**config.mk**
```make
export PLATFORM = sky130hd
export DESIGN_NAME = xor_share_sched
export DESIGN_NICKNAME = d
export VERILOG_FILES = /design/src/rtl/xor_share_sched.sv
export SDC_FILE = /design/constraint.sdc
export NUM_CORES = 1
export LEC_CHECK = 0
export CAP_MARGIN = 20
export CORE_MARGIN = 2
export CORE_UTILIZATION = 30
export DETAILED_ROUTE_END_ITERATION = 16
export GPL_TIMING_DRIVEN = 0
export SYNTH_ARGS = -nofsm -noshare
export SYNTH_HDL_FRONTEND = slang
export SYNTH_SLANG_ARGS = --single-unit
```
**constraint.sdc**
```tcl
create_clock -name clk -period 2.5 [get_ports clk]
set_input_delay 0.375 -clock clk [delete_from_list [all_inputs] [get_ports clk]]
set_output_delay 0.375 -clock clk [all_outputs]
set_load 0.1 [all_outputs]
```
**src/rtl/xor_share_sched.sv**
```systemverilog
// Round-robin scheduler that time-shares one external 2-input XOR cell among NREQ requesters,
// streaming each granted operand pair LSB-first and returning the assembled W-bit result.
module xor_share_sched #(
    parameter int unsigned NREQ = 4,
    parameter int unsigned W    = 8
) (
    input  logic              clk,
    input  logic              rst,
    input  logic [NREQ-1:0]   req,
    input  logic [NREQ*W-1:0] op_a,
    input  logic [NREQ*W-1:0] op_b,
    output logic [NREQ-1:0]   gnt,
    output logic [NREQ-1:0]   done,
    output logic [W-1:0]      result,
    output logic              busy,
    output logic              xa,
    output logic              xb,
    input  logic              xy
);

    localparam int unsigned PW = (NREQ > 1) ? $clog2(NREQ) : 1;
    localparam int unsigned CW = $clog2(W);

    typedef enum logic [1:0] {IDLE, SHIFT, DONE} state_t;

    state_t        r_state;
    state_t        w_state_nxt;
    logic [PW-1:0] r_ptr;
    logic [PW-1:0] r_k;
    logic [PW-1:0] w_win;
    logic [PW-1:0] w_idx;
    logic          w_found;
    logic          w_last;
    logic [NREQ-1:0] r_gnt;
    logic [W-1:0]  r_sh_a;
    logic [W-1:0]  r_sh_b;
    logic [W-1:0]  r_res;
    logic [W-1:0]  r_result;
    logic [CW-1:0] r_cnt;

    // Search ptr+1, ptr+2, ... modulo NREQ; the first asserted request wins.
    always_comb begin
        w_found = 1'b0;
        w_win   = '0;
        w_idx   = '0;
        for (int unsigned i = 1; i <= NREQ; i++) begin
            w_idx = PW'((32'(r_ptr) + i) % NREQ);
            if (!w_found && req[w_idx]) begin
                w_found = 1'b1;
                w_win   = w_idx;
            end
        end
    end

    assign w_last = (r_cnt == CW'(W - 1));

    always_comb begin
        w_state_nxt = r_state;
        unique case (r_state)
            IDLE:    if (w_found) w_state_nxt = SHIFT;
            SHIFT:   if (w_last) w_state_nxt = DONE;
            DONE:    w_state_nxt = IDLE;
            default: w_state_nxt = IDLE;
        endcase
    end

    always_ff @(posedge clk or posedge rst) begin
        if (rst) begin
            r_state <= IDLE;
        end else begin
            r_state <= w_state_nxt;
        end
    end

    always_ff @(posedge clk or posedge rst) begin
        if (rst) begin
            r_ptr    <= PW'(NREQ - 1);
            r_k      <= '0;
            r_gnt    <= '0;
            r_sh_a   <= '0;
            r_sh_b   <= '0;
            r_res    <= '0;
            r_result <= '0;
            r_cnt    <= '0;
        end else begin
            unique case (r_state)
                IDLE: begin
                    if (w_found) begin
                        r_k    <= w_win;
                        r_gnt  <= NREQ'(1) << w_win;
                        r_sh_a <= op_a[32'(w_win)*W +: W];
                        r_sh_b <= op_b[32'(w_win)*W +: W];
                        r_cnt  <= '0;
                    end
                end
                SHIFT: begin
                    r_res  <= {xy, r_res[W-1:1]};
                    r_sh_a <= r_sh_a >> 1;
                    r_sh_b <= r_sh_b >> 1;
                    r_cnt  <= r_cnt + 1'b1;
                    // Capture on the final shift edge so result is visible together with done.
                    if (w_last) r_result <= {xy, r_res[W-1:1]};
                end
                DONE: begin
                    r_ptr <= r_k;
                    r_gnt <= '0;
                end
                default: ;
            endcase
        end
    end

    assign gnt    = r_gnt;
    assign done   = (r_state == DONE) ? r_gnt : '0;
    assign result = r_result;
    assign busy   = (r_state != IDLE);
    assign xa     = (r_state == SHIFT) & r_sh_a[0];
    assign xb     = (r_state == SHIFT) & r_sh_b[0];

endmodule

```
[Word level (Yosys, flattened, before mapping)]
Index checks and enable logic that the tools add are counted.
Word-level totals
  flip-flop bits (word level): 45
  input bits: 71
  logic and storage cells: 71
Operators by class
  add/sub/neg operators: 5
  order comparisons: 4
  equal/unequal tests: 5
  shift-type cells: 3
  mux-type cells: 28
  bitwise logic cells: 2
  reduce and logical (&&, ||, !) cells: 15
Operators with widths (count)
  $shiftx 32x6->8: 2
  $pmux 8 s2: 2
  $mux 8: 2
  $lt 2x3->1 const B: 4
  $mux 2: 6
  $reduce_and 2->1: 5
  $bmux 1 s2: 4
  $mux 1: 8
  $mux 4: 2
  $pmux 4 s2: 1
  $pmux 3 s2: 1
  $reduce_bool 2->1: 3
  $add 2x1->2 const B: 2
  $add 2x2->2 const B: 2
  $ne 2x2->1 const B: 2
  $pmux 2 s2: 1
  $shl 1x2->4 const A: 1
  $add 3x1->3 const B: 1
  $eq 3x3->1 const B: 1
  $logic_and 1x1->1: 3
  $logic_not 1->1: 3
  $mux 3: 1
  $and 1x1->1: 2
  $eq 2x1->1 const B: 1
  other kinds (2): 2

[Depth between registers and ports, before layout]
Gate-level depths: netlist of run 1.
  depth in word-level cells: 16
  gate-level depth with buffers: 7

[Worst setup path after synthesis of run 1]
No wires, ideal clock.
  path kind: register to output
  start: register r_state[1]
  end: output xa
  data arrival time: 1783 ps
  data required time: 2125 ps
  slack: 342 ps
  cell stages (with the launch flop): 5
  path buffers: 2
  cells stage by stage: dfrtp_1 nor2b_1 clkbuf_1 clkbuf_1 and2_1
Between the ends
  cells in the longest elaborated chain, start to end: 2
RTL lines
  start, declared: line 26  | state_t r_state;
  start signal, assigned: line 71  | r_state <= w_state_nxt;
  $eq 2x1->1: line 117  | assign xa = (r_state == SHIFT) & r_sh_a[0];
  $and 1x1->1: line 117
  end, declared: line 16  | output logic xa,
Every way passes these cells.

[Worst setup path after layout of run 1]
  start: register r_state[1]
  end: output busy
Between the ends
  cells in the longest elaborated chain, start to end: 1
RTL lines
  $reduce_bool 2->1: line 116  | assign busy = (r_state != IDLE);
  end, declared: line 15  | output logic busy,
Every way passes these cells.

==> results of run 1 <==
cells in the mapped netlist (all sizes together):
cell type,instances,area share [%]
dfrtp,42,44
a21oi,17,3.8
o22ai,1,0.26
ha,2,1.0
or2,1,0.26
nand2,39,6.1
o21a,1,0.62
and2,6,1.6
nor2b,4,1.3
nand3,5,1.0
inv,2,0.31
dfstp,2,2.2
a211o,1,0.41
buf,5,1.8
mux2i,32,13
clkbuf,9,1.4
a21o,1,0.31
mux2,8,3.7
nand2b,5,1.3
nor2,5,0.78
and3,14,3.6
o21ai,6,1.2
a32o,2,0.83
o221ai,16,8.4
nor3,2,0.88
flip-flops by register name, summed over array words and instances (netlist names):
name,cells
r_ptr,2
result,8
r_sh_b,8
r_state,2
gnt,4
r_res,7
r_sh_a,8
r_k,2
r_cnt,3
worst paths after layout:
path / slack (ns) / cells after the start / end / start
worst min-delay path: 0.34 / 2 / result[5] / rst
max in group asynchronous: 1.62 / 3 / r_ptr[1] / rst
worst max-delay path: 0.08 / 2 / busy / r_state[1]
worst min register to register: 0.48 / 2 / r_ptr[0] / r_k[0]
worst max register to register: 0.40 / 6 / r_sh_b[5] / r_ptr[0]
min in group clk: 0.48 / 2 / r_ptr[0] / r_k[0]
power by group:
group	switching [mW]	leakage [nW]	internal, mW
combinational	1.72	1.00	0.934
clock	0.259	0.0404	0.198
sequential	0.201	0.544	1.06
total	2.18	1.59	2.20
what timing repair did:
item	4_1_cts	5_1_grt
cloned	0	0
resized for setup	16	12
setup endpoints to repair	6	6
pin swaps	0	0
routing by layer:
metal,part of all wire (%),vias up,GRT usage (%)
li1,-,1015,-
met1,46,975,19.7
met2,47,68,23.2
met3,5.9,4,3.37
met4,1.3,0,4.71
met5,0,-,0
logic make-up (layout without fill, tap and decap cells):
| group | count (synthesis) | count (layout) | share of synthesized area (%) |
|---|---|---|---|
| AOI/OAI and AO/OA | 45 | 45 | 15.9 |
| adders and majority gates | 2 | 2 | 1.04 |
| buffers and inverters | 16 | 114 | 3.57 |
| DFF | 44 | 44 | 45.7 |
| muxes | 40 | 40 | 17.0 |
| and+or+nand+nor | 81 | 81 | 16.8 |
worst max-delay path, stage by stage (launching register included):
cell and delay, ns:
sky130_fd_sc_hd__dfrtp_1 0.40, sky130_fd_sc_hd__or2_1 0.20, sky130_fd_sc_hd__clkdlybuf4s50_1 1.16
through the flow:
step,setup WS (ns),hold slack [ns]
5_1_grt,0.00109,0.338
2_1_floorplan,0.342,0.440
3_3_place_gp,-0.482,0.458
4_1_cts,0.00217,0.348
3_5_place_dp,-0.518,0.463
6_report,0.0798,0.338
final cells by class:
class,instances,area [µm²]
tap,102,128
fill,757,4240
inverter,2,7.51
multi-input combinational,168,1230
buffer,14,81.3
clock inverter,3,23.8
clock buffer,5,68.8
sequential,44,1100
timing repair buffer,90,886
==> flow_metrics.env, run 1 <==
export IMPL_routedWlPerCell_um=14.5
export IMPL_hp_class="input pin to async pin"
export IMPL_final_layout_size_suffix_gt1_share_pct=15.3
export IMPL_grt_antenna_before_repair=0
export IMPL_grt_pass1_wl_mm=10.0
export IMPL_cap_violations=0
export IMPL_report_final_slew_viol_count=0
export IMPL_rsz_0062_raised_after_global_routing="false"
export IMPL_postRouteAntennaNets=0
export IMPL_timing_final_crit_period_ns=2.42
export IMPL_synth_warning_count=0
export IMPL_worst_path_max_fanout=5
export IMPL_ios=90
export IMPL_layout_core_utilization_pct=45.4
export IMPL_timing_critical_path_to_type="primary output"
export IMPL_timing_slew_headroom_pct=34.9
export IMPL_htree_num_levels=2
export IMPL_run_status="complete, no violations"
export IMPL_fmaxAchievable_mhz=413
export IMPL_routed_via_count=2062
export IMPL_max_vdd_ir_drop_v=0.000664
export IMPL_postCtsSetupBuffers=0
export IMPL_gpl_final_weighted_congestion=0.717
export IMPL_die_outline_area_um2=8790
export IMPL_antenna_cells=0
export IMPL_dpl_cell_area_um2=3450
export IMPL_finClkSkew_ns=0.00931
export IMPL_layout_cells_most_common_list="sky130_fd_sc_hd__clkdlybuf4s50_1 (83), sky130_fd_sc_hd__dfrtp_1 (42), sky130_fd_sc_hd__nand2_1 (39)"
export IMPL_cts_path_max_buffers=2
export IMPL_coreArea_um2=7770
export IMPL_postCtsHoldBufs=0
export IMPL_cell_count_final_fillers_out=428
export IMPL_cts_tree="yes"
export IMPL_finalSetupTns_ns=0
export IMPL_clkLatencyLatePin_ns=0.30
export IMPL_p_total_mw=4.38
export IMPL_die_width_um=93.7
export IMPL_synth_nets=301
export IMPL_criticalPathCategory="register to primary output"
export IMPL_postSynthRegisterBits=44
export IMPL_finalWirelength_mm=6.22
export IMPL_num_nets_final=398
export IMPL_io_buffer_count=89
export IMPL_maximum_number_of_pins_on_one_net_before_global_route_repair=32
export IMPL_clk_pin_slew_ns=0.09
export IMPL_start_util_pct=31.1
export IMPL_synth_avg_cell_area_um2=10.6
export IMPL_worst_setup_path_start_kind="register"
export IMPL_p_leak_nw=1.59
export IMPL_crit_arrival_ns=2.05
export IMPL_syn_area_um2=2420
export IMPL_globalRoute_totalOverflow=0
export IMPL_die_h_um=93.7
export IMPL_drt_drc_violations_left=0
export IMPL_grt_util_all_layers_pct=14.6
export IMPL_place_hpwl_mm=4.66
export IMPL_numClockSinks=44
export IMPL_worst_endpoint_required_ns=2.12
export IMPL_final_cell_area_um2=3520
export IMPL_avgViaCountPerCell=4.82
export IMPL_grt_pass1_vias=2033
export IMPL_final_common_cell="sky130_fd_sc_hd__clkdlybuf4s50_1"
export IMPL_placementRows=32
export IMPL_timing_worst_slew_pin_value_ns=0.974
export IMPL_syn_instance_count=228
export IMPL_synth_seq_area_share_pct=45.7
export IMPL_cts_inserted_buffers=5
export IMPL_cts_root_buf="sky130_fd_sc_hd__clkbuf_8"
export IMPL_count_of_final_hold_check_violations=0
export IMPL_final_min_period_over_clock_period_pct=96.8
export IMPL_dp_cells=420
export IMPL_yosys_cell_types_count=31
export IMPL_cellPowerDensity_nw_per_um2=1240
export IMPL_drt_iter0_drc=57
export IMPL_setup_viol_count_final=0
export IMPL_drt_first_pass_iters=4
export IMPL_syn_to_final_growth_pct=45.9
No activity file was read; power rests on OpenSTA's default activity.
==> inputs of run 2 (changes only) <==
CELL_PAD_IN_SITES_DETAIL_PLACEMENT = 0   (was default)
CELL_PAD_IN_SITES_GLOBAL_PLACEMENT = 1   (was default)
PLACE_DENSITY_LB_ADDON = 0.1   (was default)
==> flow_metrics.env, run 2 (same netlist as run 1, synthesis figures left out) <==
export IMPL_run_status="complete, no violations"
export IMPL_numClockSinks=44
export IMPL_fmaxAchievable_mhz=453
export IMPL_routed_via_count=2043
export IMPL_dpl_cell_area_um2=3450
export IMPL_length_of_routed_met3_wiring_um=424
export IMPL_timing_worst_slew_pin_value_ns=0.973
export IMPL_endpoint="done[0]"
export IMPL_clkLatencyLatePin_ns=0.30
export IMPL_placementRows=32
export IMPL_cellPowerDensity_nw_per_um2=1260
export IMPL_cts_tree="yes"
export IMPL_ios=90
export IMPL_num_nets_final=398
export IMPL_final_min_period_over_clock_period_pct=88.3
export IMPL_routedWlPerCell_um=15.3
export IMPL_finClkSkew_ns=0.00560
export IMPL_globalRoute_totalOverflow=0
export IMPL_drt_iter0_drc=77
export IMPL_highest_metal_layer_with_signal_wires="met4"
export IMPL_grt_antenna_before_repair=0
export IMPL_worst_path_max_fanout=6
export IMPL_postCtsHoldBufs=0
export IMPL_final_common_cell="sky130_fd_sc_hd__clkdlybuf4s50_1"
export IMPL_worst_endpoint_required_ns=2.12
export IMPL_place_hpwl_mm=4.89
export IMPL_die_outline_area_um2=8790
export IMPL_report_final_slew_viol_count=0
export IMPL_cts_path_max_buffers=2
export IMPL_finalWirelength_mm=6.57
export IMPL_cap_violations=0
export IMPL_final_cell_area_um2=3590
export IMPL_cts_inserted_buffers=5
export IMPL_drt_first_pass_iters=4
export IMPL_coreArea_um2=7770
export IMPL_cts_root_buf="sky130_fd_sc_hd__clkbuf_8"
export IMPL_hp_class="input pin to async pin"
export IMPL_timing_slew_headroom_pct=35.0
export IMPL_crit_arrival_ns=1.83
export IMPL_rrSetupSlack_ns=0.45
export IMPL_die_h_um=93.7
export IMPL_grt_util_all_layers_pct=15.0
export IMPL_met1_length_mm=3.16
export IMPL_postCtsSetupBuffers=0
export IMPL_worst_r2r_endpoint="r_sh_b[4]"
export IMPL_timing_critical_path_to_type="primary output"
export IMPL_maximum_number_of_pins_on_one_net_before_global_route_repair=29
export IMPL_drt_drc_violations_left=0
export IMPL_grt_pass1_vias=1975
export IMPL_start_util_pct=31.1
export IMPL_clk_pin_slew_ns=0.09
export IMPL_grt_pass1_wl_mm=10.3
export IMPL_finalSetupTns_ns=0
export IMPL_worst_setup_path_start_kind="register"
export IMPL_p_leak_nw=1.61
export IMPL_detailroute_wirelength_met2_mm=2.91
export IMPL_syn_to_final_growth_pct=48.5
export IMPL_max_vdd_ir_drop_v=0.000803
export IMPL_avgViaCountPerCell=4.77
export IMPL_r2r_cells=6
export IMPL_die_width_um=93.7
export IMPL_gpl_final_weighted_congestion=0.679
export IMPL_io_buffer_count=89
export IMPL_setup_viol_count_final=0
export IMPL_timing_final_crit_period_ns=2.21
export IMPL_htree_num_levels=2
export IMPL_rsz_0062_raised_after_global_routing="false"
export IMPL_criticalPathCategory="register to primary output"
export IMPL_antenna_cells=0
export IMPL_count_of_final_hold_check_violations=0
export IMPL_final_layout_size_suffix_gt1_share_pct=15.6
export IMPL_setup_worst_path_start="r_state[1]"
export IMPL_layout_cells_most_common_list="sky130_fd_sc_hd__clkdlybuf4s50_1 (82), sky130_fd_sc_hd__dfrtp_1 (42), sky130_fd_sc_hd__nand2_1 (39)"
export IMPL_postRouteAntennaNets=0
export IMPL_regToRegStartpoint="r_ptr[0]"
-- run 2: cell types whose count changed in the layout (fill, tap and decap cells not counted), sizes merged --
cell and delta:
bufinv +1, clkinv -1, clkdlybuf4s15 +4, clkdlybuf4s50 -1, dlymetal6s2s +1, clkinvlp -2
buf -2
-- run 2: layout make-up --
class                      instances  area, µm²
fill                             742       4180
timing repair buffer              90        913
buffer                            14       82.6
multi-input combinational        168       1230
tap                              102        128
inverter                           2       7.51
clock buffer                       7       96.3
clock inverter                     1       30.0
sequential                        44       1100
-- run 2: worst min path at each step --
stage | start | endpoint | slack, ns
2_1_floorplan | r_k[0] | r_ptr[0] | 0.44
3_3_place_gp | r_k[0] | r_ptr[0] | 0.46
3_5_place_dp | r_res[1] | r_res[1] | 0.47
4_1_cts | rst | r_sh_a[1] | 0.37
5_1_grt | rst | r_sh_a[1] | 0.41
6_report | rst | r_sh_a[3] | 0.36
-- run 2: layer usage --
| layer | global-route usage [%] | up-vias |
|---|---|---|
| met5 | 0 | - |
| li1 | - | 1026 |
| met2 | 22.1 | 57 |
| met3 | 3.37 | 7 |
| met4 | 4.71 | 0 |
| met1 | 21.8 | 953 |
-- run 2: repair_timing --
item | in CTS | in global routing
hold endpoints to repair | 0 | 0
pin swaps | 0 | 0
resized for setup | 24 | 5
gates cloned | 0 | 0
endpoints found under the setup margin | 6 | 3
-- run 2: through the flow --
stage / std cells / utilization [%] / total power [mW] / setup slack (ns) / hold slack (ns)
final: 428 / 46.2 / 4.53 / 0.292 / 0.363
after global routing: 428 / 46.2 / 4.83 / 0.116 / 0.406
after CTS: 428 / 46.1 / 4.58 / 0.0277 / 0.373
after detailed placement: 420 / 44.5 / 3.98 / -0.513 / 0.468
after global placement: 419 / 44.2 / 3.95 / -0.504 / 0.460
after floorplan: 228 / - / 3.27 / 0.342 / 0.440
-- run 2: critical path, stage by stage, from the launching register on --
cell	delay [ns]
sky130_fd_sc_hd__dfrtp_1	0.40
sky130_fd_sc_hd__nor2b_1	0.40
sky130_fd_sc_hd__and2_1	0.19
sky130_fd_sc_hd__clkdlybuf4s15_2	0.55
-- run 2: power breakdown --
part | total, mW | internal (mW) | switching [mW]
Combinational | 2.66 | 0.934 | 1.73
Clock | 0.602 | 0.353 | 0.249
Sequential | 1.27 | 1.06 | 0.204
==> RTL edit 1, RTL diff (config.mk and constraints of run 1) <==
The 3 states of `state_t` get a one-hot encoding in 3 bits.
--- a/src/rtl/xor_share_sched.sv
+++ b/src/rtl/xor_share_sched.sv
@@ -22,5 +22,5 @@
     localparam int unsigned CW = $clog2(W);
 
-    typedef enum logic [1:0] {IDLE, SHIFT, DONE} state_t;
+    typedef enum logic [2:0] {IDLE = 3'b001, SHIFT = 3'b010, DONE = 3'b100} state_t;
 
     state_t        r_state;
Behaviour: same outputs for any inputs over 10 cycles, from zero or initial values and one cycle with rst high; not proved beyond that.
==> RTL edit 1 against run 1 <==
  * Worst setup slack better by 0.17 ns
  * Cell count up 0.93%
  * Clock power grew 24%
  * Global-route usage is 0.37 points higher
  * Area after synthesis grew 4.2%
  * Die area increased by 4.1%
  * Routed wire length is 1.1% higher
  * Via count increased by 2.2%
  * Sequential cell count is 1 higher
  * Utilization shrank 0.79 points
  * Power is 20% lower
  * Cell area increased by 3.4%
  * Sequential share of layout area shrank 0.31 points
==> RTL edit 1: results (changes against run 1) <==
| Metric | Value |
|---|---|
| Status | `completed (unchanged)` |
| Cells after synthesis | `229 (was 228)` |
| Mapped cell area | `2519 sq um (was 2416 sq um)` |
| First-pass GRT wire length | `10650 um (was 10030 um)` |
| Combinational share of power | `0.510 (was 0.607)` |
| Post-synthesis compound-gate area fraction | `0.1694 (was 0.1590)` |
| Routability cong. | `0.7676 (was 0.7167)` |
| Vias after detailed routing | `2107 (was 2062)` |
| Leak pwr | `1.617 nW (was 1.586 nW)` |
| Peak supply drop | `345.8 uV (was 663.8 uV)` |
| Wire per inst | `14.55 um (was 14.52 um)` |
| Final Power | `0.003524 W (was 0.004379 W)` |
| Largest net degree at the start of global routing | `31 (was 32)` |
| DP HPWL | `4754 um (was 4661 um)` |
| Final net count | `399 (was 398)` |
| CP max-delay cell | `dlygate4sd2_1 (was clkdlybuf4s50_1)` |
| Worst R2R Setup Slack | `0.56 ns (was 0.40 ns)` |
| Maximum fanout along the worst path | `3 (was 5)` |
| DP Worst Slack | `0.03028 ns (was -0.5182 ns)` |
| Mux share of post-synthesis cell area | `0.1629 (was 0.1699)` |
| Hold slack final | `0.3621 ns (was 0.3379 ns)` |
| Post-Route WL | `6286 um (was 6216 um)` |
| P_sw | `0.001534 W (was 0.002183 W)` |
| Placed cell count | `424 (was 420)` |
| Seq/Total Area, Yosys | `0.4486 (was 0.4568)` |
| Tightest Pin Transition | `0.9787 ns (was 0.9739 ns)` |
| Vias in the first global route | `2233 (was 2033)` |
| Top cells by count, synth | `dfrtp_1 (42), nand2_1 (37), mux2i_1 (32) (was dfrtp_1 (42), nand2_1 (39), mux2i_1 (32))` |
| Initial DRC Count | `95 (was 57)` |
| Placed Area | `3561 sq um (was 3455 sq um)` |
| Syn nets | `302 (was 301)` |
| Share of layout cells above drive strength 1 | `0.1957 (was 0.1534)` |
| Filler Cell Count | `800 (was 757)` |
==> RTL edit 1: cell types whose count changed after synthesis, sizes merged, moves of 2 or more <==
| cell | run 1 | this run |
|---|---|---|
| and2 | 6 | 2 |
| and3 | 14 | 21 |
| a22o | 0 | 2 |
| nor2 | 5 | 7 |
| a32o | 2 | 0 |
| clkbuf | 9 | 3 |
| buf | 5 | 11 |
| nand2b | 5 | 1 |
| nor2b | 4 | 2 |
==> RTL edit 1: per-layer routing <==
metal | vias up | share of wire | routed length (um) | track usage
met5 | - | 0 | 0 | 0
li1 | 1028 | - | - | -
met3 | 4 | 0.059 | 372 | 0.03399
met4 | 0 | 0.0060 | 38 | 0.02619
met2 | 69 | 0.46 | 2917 | 0.2471
met1 | 1006 | 0.47 | 2958 | 0.2033
==> RTL edit 1: worst paths after layout <==
check                      depth (start not counted)                   start                      to
max                                                2  r_state[0]$_DFFE_PP1P_                    busy
max in group asynchronous                          3                     rst  r_state[0]$_DFFE_PP1P_
max reg2reg                                        7    r_ptr[0]$_DFFE_PP1P_   r_sh_a[0]$_DFFE_PP0P_
min in group clk                                   2      r_k[0]$_DFFE_PP0P_    r_ptr[0]$_DFFE_PP1P_
min                                                2                     rst    r_res[2]$_DFFE_PP0P_
min reg2reg                                        2      r_k[0]$_DFFE_PP0P_    r_ptr[0]$_DFFE_PP1P_
==> RTL edit 1: area by class of cell <==
class                   instances  area, sq um  area share
multi-input cells             169         1261      0.3460
flip-flops and latches         45         1130      0.3100
repair buffers                 90        879.6      0.2413
well taps                     105        131.4     0.03605
plain buffers                  14        123.9     0.03399
clock buffers                   5        68.82     0.01888
clock inverters                 3        46.29     0.01270
inverters                       1        3.754    0.001030
==> RTL edit 2, RTL diff (config.mk and constraints of run 1) <==
Without the edit above. The parameter `NREQ` goes from 4 to 2.
--- a/src/rtl/xor_share_sched.sv
+++ b/src/rtl/xor_share_sched.sv
@@ -2,5 +2,5 @@
 // streaming each granted operand pair LSB-first and returning the assembled W-bit result.
 module xor_share_sched #(
-    parameter int unsigned NREQ = 4,
+    parameter int unsigned NREQ = 2,
     parameter int unsigned W    = 8
 ) (
Ports: changed (5 resized); port bits go from 90 to 52. The function was not compared with the original's and may differ.
==> RTL edit 2 against run 1 <==
  * Area after synthesis down 23%
  * Power down 25%
  * Maximum frequency about the same
  * Synthesized cell count down 23%
  * Routed wire length down 32%
  * Sequential power down 12%
  * Clock skew down 0.0064 ns
  * Sequential cell count down 4
  * Non-clock buffer count down 43
  * Highest routed layer unchanged
  * Cell area down 27%
  * Via count down 29%
  * Cell count down 28%
  * Worst setup slack about the same
  * First-iteration DRC count up 33%
==> RTL edit 2: results (changes against run 1) <==
| Metric | Value |
|---|---|
| Fraction of area in multi-input gates | `0.3038 (was 0.3479)` |
| Clock transition at the registers of the reported paths | `0.07 ns (was 0.09 ns)` |
| Non-clock buffers | `61 (was 104)` |
| Largest net degree at the start of global routing | `41 (was 32)` |
| DRT met1 WL | `2040 um (was 2868 um)` |
| Share of layout cells above drive strength 1 | `0.1368 (was 0.1534)` |
| Internal power | `0.001712 W (was 0.002196 W)` |
| Clock Sinks | `40 (was 44)` |
| Reg area | `1002 sq um (was 1104 sq um)` |
| Distinct cells, synth | `29 (was 31)` |
| Met3 wire length | `204 um (was 366 um)` |
| Invs w/o clock | `4 (was 2)` |
| First-pass GRT wire length | `7293 um (was 10030 um)` |
| Routability cong. | `0.7100 (was 0.7167)` |
| Top cells by count, synth | `dfrtp_1 (39), nand2_1 (38), o21ai_0 (20) (was dfrtp_1 (42), nand2_1 (39), mux2i_1 (32))` |
| Leak pwr | `1.147 nW (was 1.586 nW)` |
| Power Combinational | `0.00172 W (was 0.00266 W)` |
| CTS resizes | `9 (was 16)` |
| Met2 GRT Util | `0.2001 (was 0.2315)` |
| Syn nets | `215 (was 301)` |
| Hold Crit Class | `reg -> reg (was in -> async)` |
| Status | `completed (unchanged)` |
| Met1 Resource Use GR | `0.1789 (was 0.1970)` |
| DP HPWL | `3050 um (was 4661 um)` |
| Filler Cell Count | `582 (was 757)` |
| Max-slew headroom | `0.3515 (was 0.3487)` |
| Peak supply drop | `695.9 uV (was 663.8 uV)` |
| Share of power burned in registers | `0.337 (was 0.289)` |
| Top cells by area, synth | `dfrtp_1 (52%), mux2i_1 (8.6%), nand2_1 (7.6%), o211ai_1 (6.0%), mux2_2 (5.4%) (was dfrtp_1 (44%), mux2i_1 (13%), o221ai_2 (6.2%), nand2_1 (6.1%), mux2_2 (3.7%))` |
| Fin Clk Skew | `0.002885 ns (was 0.009310 ns)` |
| CLK BUF | `7 (was 5)` |
## RTL edit 2: changes by cell type after synthesis, moves of 3 or more
| cell | before | now |
|---|---|---|
| o211ai_1 | 0 | 15 |
| and3_1 | 14 | 0 |
| mux2i_1 | 32 | 16 |
| buf_2 | 2 | 5 |
| nand2b_1 | 5 | 2 |
| o221ai_1 | 6 | 1 |
| nand3_1 | 5 | 0 |
| dfrtp_1 | 42 | 39 |
| o21ai_0 | 6 | 20 |
| o221ai_2 | 10 | 0 |
| clkbuf_1 | 8 | 1 |
| a21oi_1 | 15 | 1 |
## RTL edit 2: critical path, cell delays in order, from the launching register on
cell           delay (ns)
dfrtp_1              0.46
and2b_1              0.15
buf_4                0.15
and2_1               0.14
dlygate4sd2_1        0.85
## RTL edit 2: worst paths after layout
| check | end | slack, ns |
|---|---|---|
| setup reg to reg | r_sh_b[6]$_DFFE_PP0P_ | 0.83 |
| min in group asynchronous | result[3]$_DFFE_PP0P_ | 0.56 |
| hold reg to reg | r_res[1]$_DFFE_PP0P_ | 0.49 |
| max in group asynchronous | r_sh_a[1]$_DFFE_PP0P_ | 1.42 |
| hold / removal | r_res[1]$_DFFE_PP0P_ | 0.49 |
| setup / recovery | xb | 0.08 |
## RTL edit 2: per-stage QoR
step	setup WS, ns	power (W)	hold WS [ns]	instances
after floorplan	0.3435	0.002414	0.4418	176
after global placement	0.009946	0.002850	0.4781	302
after detailed placement	0.001393	0.002878	0.4664	302
after CTS	0.06740	0.003324	0.4886	309
after global routing	0.03078	0.003496	0.5328	309
final	0.08003	0.003293	0.4880	309
## RTL edit 2: cell families after synthesis
group,synth area share
flip-flops,0.5358
multiplexers,0.1398
AO/OA/AOI/OAI,0.1465
adder cells (fa/ha/maj),0.01338
buffers and inverters,0.04682
AND/OR/NAND/NOR,0.1177
